===== src/rtl/syncram_client_pkg.sv =====
// Shared constants for the synchronous-RAM request client: FSM encoding,
// full byte mask and response buffer depth.
package syncram_client_pkg;

    localparam logic [0:0] ST_CLEAR    = 1'b0;
    localparam logic [0:0] ST_RUN      = 1'b1;
    localparam logic [3:0] BYTEENA_ALL = 4'hF;
    localparam int         RSP_DEPTH   = 2;

endpackage


===== src/rtl/syncram_client_if.sv =====
// Request/response streams between cache/DMA logic (master) and the RAM
// client (slave): valid/ready on both directions.
interface syncram_client_if #(
    parameter int ADDR_W = 11,
    parameter int DATA_W = 32
);
    logic              req_valid;
    logic              req_ready;
    logic              req_write;
    logic [ADDR_W-1:0] req_addr;
    logic [DATA_W-1:0] req_wdata;
    logic [3:0]        req_byteena;
    logic              rsp_valid;
    logic              rsp_ready;
    logic [DATA_W-1:0] rsp_data;

    modport master (
        output req_valid, req_write, req_addr, req_wdata, req_byteena, rsp_ready,
        input  req_ready, rsp_valid, rsp_data
    );

    modport slave (
        input  req_valid, req_write, req_addr, req_wdata, req_byteena, rsp_ready,
        output req_ready, rsp_valid, rsp_data
    );
endinterface


===== src/rtl/syncram_rsp_fifo.sv =====
// Two-entry read-response FIFO; push lands in the tail register, head is a
// register (no flow-through). Caller guarantees no push into a full FIFO.
module syncram_rsp_fifo
    import syncram_client_pkg::*;
#(
    parameter int DATA_W = 32
) (
    input  logic              clock,
    input  logic              rst,
    input  logic              push,
    input  logic [DATA_W-1:0] push_dat,
    input  logic              pop,
    output logic [DATA_W-1:0] head_dat,
    output logic [1:0]        count
);

    logic [DATA_W-1:0] mem_q [RSP_DEPTH];
    logic [DATA_W-1:0] mem_d [RSP_DEPTH];
    logic              wr_ptr_q, wr_ptr_d;
    logic              rd_ptr_q, rd_ptr_d;
    logic [1:0]        count_q, count_d;
    logic              do_pop;
    logic              full;

    always_comb begin
        full     = (count_q == 2'(RSP_DEPTH));
        do_pop   = pop & (count_q != 2'd0);
        mem_d    = mem_q;
        wr_ptr_d = wr_ptr_q;
        rd_ptr_d = rd_ptr_q;
        if (push) begin
            mem_d[wr_ptr_q] = push_dat;
            wr_ptr_d        = ~wr_ptr_q;
        end
        if (do_pop) begin
            rd_ptr_d = ~rd_ptr_q;
        end
        count_d = count_q + {1'b0, push} - {1'b0, do_pop};
    end

    always_ff @(posedge clock or posedge rst) begin
        if (rst) begin
            for (int i = 0; i < RSP_DEPTH; i++) begin
                mem_q[i] <= '0;
            end
            wr_ptr_q <= 1'b0;
            rd_ptr_q <= 1'b0;
            count_q  <= 2'd0;
        end else begin
            mem_q    <= mem_d;
            wr_ptr_q <= wr_ptr_d;
            rd_ptr_q <= rd_ptr_d;
            count_q  <= count_d;
        end
    end

    assign head_dat = mem_q[rd_ptr_q];
    assign count    = count_q;

    a_no_overflow: assert property (@(posedge clock) disable iff (rst)
        !(push && full && !do_pop));

endmodule


===== src/rtl/syncram_client.sv =====
// Turns a read/write request stream into altsyncram port cycles and returns
// read data in order through a 2-entry buffer; optional zeroing sweep after reset.
module syncram_client
    import syncram_client_pkg::*;
#(
    parameter int ADDR_W         = 11,
    parameter int DATA_W         = 32,
    parameter int NUMWORDS       = 2048,
    parameter int CLEAR_ON_RESET = 1
) (
    input  logic              clock,
    input  logic              rst,
    syncram_client_if.slave   req_if,
    output logic              ram_clocken,
    output logic              ram_wren,
    output logic [ADDR_W-1:0] ram_address,
    output logic [DATA_W-1:0] ram_data,
    output logic [3:0]        ram_byteena,
    input  logic [DATA_W-1:0] ram_q,
    output logic              busy
);

    localparam logic [0:0]        ST_AFTER_RST = (CLEAR_ON_RESET != 0) ? ST_CLEAR : ST_RUN;
    localparam logic [ADDR_W-1:0] CLR_LAST     = ADDR_W'(NUMWORDS - 1);

    logic [0:0]        state_q, state_d;
    logic [ADDR_W-1:0] clr_cnt_q, clr_cnt_d;
    logic              inflight_q, inflight_d;
    logic [1:0]        fifo_count;
    logic [2:0]        credit_used;
    logic              rsp_pop;
    logic              accept;
    logic              wr_accept;

    assign rsp_pop = req_if.rsp_valid & req_if.rsp_ready;

    // A pop at the same edge frees its slot, so streaming reads sustain one per cycle.
    assign credit_used = {1'b0, fifo_count} + {2'b00, inflight_q} - {2'b00, rsp_pop};
    assign req_if.req_ready = ~rst & (state_q == ST_RUN) & (credit_used < 3'(RSP_DEPTH));
    assign req_if.rsp_valid = (fifo_count != 2'd0);

    assign accept    = req_if.req_valid & req_if.req_ready;
    assign wr_accept = accept & req_if.req_write;
    assign busy      = (state_q == ST_CLEAR);

    always_comb begin
        state_d    = state_q;
        clr_cnt_d  = clr_cnt_q;
        inflight_d = accept & ~req_if.req_write;
        if (state_q == ST_CLEAR) begin
            clr_cnt_d = clr_cnt_q + 1'b1;
            if (clr_cnt_q == CLR_LAST) begin
                state_d   = ST_RUN;
                clr_cnt_d = '0;
            end
        end
    end

    always_ff @(posedge clock or posedge rst) begin
        if (rst) begin
            state_q    <= ST_AFTER_RST;
            clr_cnt_q  <= '0;
            inflight_q <= 1'b0;
        end else begin
            state_q    <= state_d;
            clr_cnt_q  <= clr_cnt_d;
            inflight_q <= inflight_d;
        end
    end

    // The RAM registers its port, so drive it straight from the accepted request.
    always_comb begin
        if (state_q == ST_CLEAR) begin
            ram_wren    = 1'b1;
            ram_address = clr_cnt_q;
            ram_data    = '0;
            ram_byteena = BYTEENA_ALL;
        end else begin
            ram_wren    = wr_accept;
            ram_address = req_if.req_addr;
            ram_data    = req_if.req_wdata;
            ram_byteena = wr_accept ? req_if.req_byteena : BYTEENA_ALL;
        end
        if (rst) begin
            ram_wren    = 1'b0;
            ram_address = '0;
            ram_data    = '0;
            ram_byteena = 4'h0;
        end
    end

    assign ram_clocken = 1'b1;

    syncram_rsp_fifo #(
        .DATA_W (DATA_W)
    ) u_rsp_fifo (
        .clock    (clock),
        .rst      (rst),
        .push     (inflight_q),
        .push_dat (ram_q),
        .pop      (rsp_pop),
        .head_dat (req_if.rsp_data),
        .count    (fifo_count)
    );

endmodule


===== src/flat_wrapper.sv =====
// flat-port wrapper written by rule: the top's interface ports become plain ports
module syncram_client_flat import syncram_client_pkg::*;
#(
    parameter int ADDR_W         = 11,
    parameter int DATA_W         = 32,
    parameter int NUMWORDS       = 2048,
    parameter int CLEAR_ON_RESET = 1
)
  (clock, rst, ram_clocken, ram_wren, ram_address, ram_data, ram_byteena, ram_q, busy, req_if_req_valid, req_if_req_write, req_if_req_addr, req_if_req_wdata, req_if_req_byteena, req_if_rsp_ready, req_if_req_ready, req_if_rsp_valid, req_if_rsp_data);
  syncram_client_if #(.ADDR_W(ADDR_W), .DATA_W(DATA_W)) req_if_i ();
  input  logic clock;
  input  logic rst;
  output logic ram_clocken;
  output logic ram_wren;
  output logic [ADDR_W-1:0] ram_address;
  output logic [DATA_W-1:0] ram_data;
  output logic [3:0] ram_byteena;
  input  logic [DATA_W-1:0] ram_q;
  output logic busy;
  input wire logic [$bits(req_if_i.req_valid)-1:0] req_if_req_valid;
  input wire logic [$bits(req_if_i.req_write)-1:0] req_if_req_write;
  input wire logic [$bits(req_if_i.req_addr)-1:0] req_if_req_addr;
  input wire logic [$bits(req_if_i.req_wdata)-1:0] req_if_req_wdata;
  input wire logic [$bits(req_if_i.req_byteena)-1:0] req_if_req_byteena;
  input wire logic [$bits(req_if_i.rsp_ready)-1:0] req_if_rsp_ready;
  output wire logic [$bits(req_if_i.req_ready)-1:0] req_if_req_ready;
  output wire logic [$bits(req_if_i.rsp_valid)-1:0] req_if_rsp_valid;
  output wire logic [$bits(req_if_i.rsp_data)-1:0] req_if_rsp_data;
  assign req_if_i.req_valid = req_if_req_valid;
  assign req_if_i.req_write = req_if_req_write;
  assign req_if_i.req_addr = req_if_req_addr;
  assign req_if_i.req_wdata = req_if_req_wdata;
  assign req_if_i.req_byteena = req_if_req_byteena;
  assign req_if_i.rsp_ready = req_if_rsp_ready;
  assign req_if_req_ready = req_if_i.req_ready;
  assign req_if_rsp_valid = req_if_i.rsp_valid;
  assign req_if_rsp_data = req_if_i.rsp_data;
  syncram_client #(.ADDR_W(ADDR_W), .DATA_W(DATA_W), .NUMWORDS(NUMWORDS), .CLEAR_ON_RESET(CLEAR_ON_RESET)) u_core (.clock(clock), .rst(rst), .req_if(req_if_i), .ram_clocken(ram_clocken), .ram_wren(ram_wren), .ram_address(ram_address), .ram_data(ram_data), .ram_byteena(ram_byteena), .ram_q(ram_q), .busy(busy));
endmodule

===== config.mk =====
export PLATFORM = sky130hd
export DESIGN_NAME = syncram_client_flat
export DESIGN_NICKNAME = d
export VERILOG_FILES = /design/src/rtl/syncram_client_pkg.sv /design/src/rtl/syncram_client_if.sv /design/src/rtl/syncram_rsp_fifo.sv /design/src/rtl/syncram_client.sv /design/src/flat_wrapper.sv
export SDC_FILE = /design/constraint.sdc
export NUM_CORES = 1
export LEC_CHECK = 0
export CORE_MARGIN = 10
export CORE_UTILIZATION = 39
export DETAILED_ROUTE_END_ITERATION = 12
export GPL_TIMING_DRIVEN = 0
export PLACE_DENSITY_LB_ADDON = 0.05
export SYNTH_ARGS = -nofsm -noshare
export SYNTH_HDL_FRONTEND = slang
export SYNTH_SLANG_ARGS = --single-unit

===== constraint.sdc =====
create_clock -name clock -period 2.4 [get_ports clock]
set_input_delay 0.24 -clock clock [delete_from_list [all_inputs] [get_ports clock]]
set_output_delay 0.24 -clock clock [all_outputs]
set_load 0.005 [all_outputs]

==> metrics.txt <==
status=complete, but fails checks; failing checks=setup timing; power per cell area=between 600 and 700 nW/µm²; Final Cycle Share=120%; Syn Inst Count=between 300 and 400; Leak Pwr=approximately 2.7 nW; unrepaired setup endpoints after global routing=yes; M2 GR Usage=about a quarter; final hold slack=0.374 ns; DRT Pass-1 Iters=4; ANT nets after route=0; critical path startpoint=u_core.u_rsp_fifo.count[1]; GRT met3 Usage=under 10%; largest net degree at the start of global routing=37; Ant. Diodes=0; CP Launch Type=flip-flop; initial core utilization=39.5%; synth warn=0; Clk pwr share=between 30 and 40%; Syn Std Cell Area=about 4000 µm²; die area=approximately 15000 µm²; Die Width=roughly 120 µm; Inst Count DP=625; slew of the pin with the lowest slew margin=0.581 ns; maximum clock frequency=between 0.3 and 0.4 GHz; GRT Util Overall=between 10 and 15%; Clock Skew=0.00817 ns; proportion of layout cells with a drive suffix above 1=a little under a third; Max VDD drop=about 0.33 mV; Total Nets Final=around 600; Gate power share=30.1%; worst min-delay path category=input pin to asynchronous set/reset pin; first-pass GRT wire length=~18000 µm; clock period minus worst slack=between 2 and 3 ns; CTS Buf Count=9; final wirelength=10900 µm; r2r setup slk=~0.20 ns; Int Pwr=3.02 mW; total gr overflow=0; hold_buf cts=0; commonest cells after routing, fill and taps aside=159 x clkdlybuf4s50_1, 94 x mux2_2, 81 x dfrtp_1; sequential share of the synthesized area=between 50 and 60%; Cell variety after synth=37; commonest non-fill, non-tap cell in the layout=clkdlybuf4s50_1; Slew headroom=between 60% and 70%; CTS Buffer Depth=2; final standard cell area without fillers=approximately 6300 µm²; Final Non-Filler Cells=roughly 650; H-tree depth=3; drc violations=0; Seq cells post-synth=81; die height=122 µm; CTS sink count=slightly above 80; worst r2r dst=u_core.inflight_q; Slew Limit Fails=0; Iteration-0 DRC Markers=100; initial antenna violation count=0; reg2reg start=u_core.u_rsp_fifo.count[1]; vias per inst=4.72; CP Data Required Time=approximately 2.2 ns; grt met1 use=around 16%; final setup TNS=-2.58 ns; crit end category=output pin; Synth-to-Final Area Change=55.8%; switching power share of the total=24.0%; Row Count=37; Setup WS pre-CTS=-0.590 ns; fill cell instance count of the final layout=874; clock root buffer=clkbuf_8; sequential share of power=36.7%; post-route setup slack=-0.491 ns; crit-path max FO=3; PortBufs=about 170; critical path type=flip-flop to output pin; Max-Cap Viols=0; CP arrival=2.65 ns; dpl hpwl=~9000 µm; Syn Area/Cell=12.5 µm²; GPL Wtd Cong=a little over 0.7; wire per inst=approximately 17 µm; gr busiest metal=met2; Hold Fails Final Rpt=0; syn_nets=410; CTS clk-pin slew, worst paths=roughly 0.080 ns; area of the core=10200 µm²; Placed Instance Area=about 5900 µm²; number of global-route vias before repair=~3400; Worst R2R Path Depth=10; worst skew pair latency=~0.34 ns; Setup violations, final=6; boundary pin count=168; sw power=0.955 mW; CTS tree=built; vias=a little over 3000
synthesized netlist by cell type, drive strengths merged:
cell	number	area share, %
mux2i	11	2.7
inv	12	1.1
xor2	4	0.87
and2b	2	0.40
mux2	96	27
nor2	19	2.0
nand2b	1	0.16
and4b	1	0.25
nand2	8	0.75
a21o	1	0.19
a22o	1	0.22
conb	1	0.093
a31oi	1	0.16
nor3	2	0.25
nand4	3	0.62
ha	3	0.93
o21ai	2	0.25
xnor2	6	1.3
fa	1	0.50
nor2b	1	0.16
and2	34	5.3
o22ai	2	0.31
nand3	2	0.25
or2	1	0.16
dfrtp	81	50
buf	13	2.2
clkbuf	5	0.47
a41oi	1	0.22
and3	2	0.31
a21oi	5	0.62
power groups by stage:
| stage | clock (mW) | sequential, mW | combinational (mW) |
|---|---|---|---|
| after global routing | 1.42 | 1.47 | 1.30 |
| final | 1.32 | 1.46 | 1.20 |
| after floorplan | 0 | 1.47 | 0.545 |
| after global placement | 0 | 1.48 | 1.14 |
| after CTS | 1.36 | 1.44 | 1.24 |
| after detailed placement | 0 | 1.48 | 1.15 |
area by class of cell:
type | instances | area, µm² | area share [%]
Buffer | 17 | 115 | 1.84
Sequential cell | 81 | 2030 | 32.3
Clock inverter | 6 | 138 | 2.19
Tap cell | 136 | 170 | 2.71
Timing Repair Buffer | 174 | 1730 | 27.6
Clock buffer | 10 | 138 | 2.19
Inverter | 12 | 51.3 | 0.818
Multi-Input combinational cell | 211 | 1900 | 30.3
layer usage:
metal  routed length (µm)  part of all wire [%]  vias up
li1                     -                     -     1462
met1                 4230                    39     1472
met2                 5480                    50      110
met3                 1140                    10        8
met4                   91                  0.83        0
met5                    0                     0        -
repair_timing:
action                                  in CTS  in global routing
gates resized for setup                     33                  8
hold endpoints to repair                     0                  0
setup buffers                                7                  0
pin swaps                                    7                  1
endpoints found under the setup margin       9                 35
critical path, stage by stage, from the launching register on:
cell and delay [ns]:
dfrtp_1 0.38, or2_4 0.25, and2_4 0.15, ha_4 0.21, inv_4 0.05, ha_4 0.12
inv_2 0.03, fa_2 0.56, nand4_4 0.12, nor2_4 0.14, buf_6 0.11, a21oi_1 0.05
buf_2 0.14
stage by stage:
stage / util [%] / power (mW)
6_report: 61.6 / 3.98
5_1_grt: 61.6 / 4.19
4_1_cts: 61.5 / 4.04
3_5_place_dp: 58.3 / 2.63
3_3_place_gp: 57.8 / 2.62
2_1_floorplan: - / 2.02
worst max path at each step:
stage	end	slack (ns)	depth (start not counted)
floorplan	ram_byteena[1]	-0.005	11
global route	ram_byteena[0]	-0.64	12
global placement	ram_byteena[3]	-0.56	12
finish	ram_byteena[1]	-0.49	12
detailed placement	ram_byteena[1]	-0.59	12
CTS	ram_byteena[1]	-0.54	12
flip-flops by register name (all words and copies together), names as in the netlist:
name	count
u_core.u_rsp_fifo.wr_ptr_q	1
u_core.u_rsp_fifo.count	2
u_core.state_q	1
u_core.u_rsp_fifo.rd_ptr_q	1
u_core.inflight_q	1
u_core.u_rsp_fifo.mem_q	64
u_core.clr_cnt_q	11
cell families (layout without fill, tap and decap cells):
group,after synthesis,after routing,share of synthesized area (%)
mux,107,107,29.6
compound gates,13,13,1.96
other cells,1,1,0.0932
buf+inv,30,219,3.79
xor+xnor,10,10,2.18
fa+ha+maj,4,4,1.43
simple gates,76,76,10.6
flops,81,81,50.4
(Power assumes the default switching activity.)
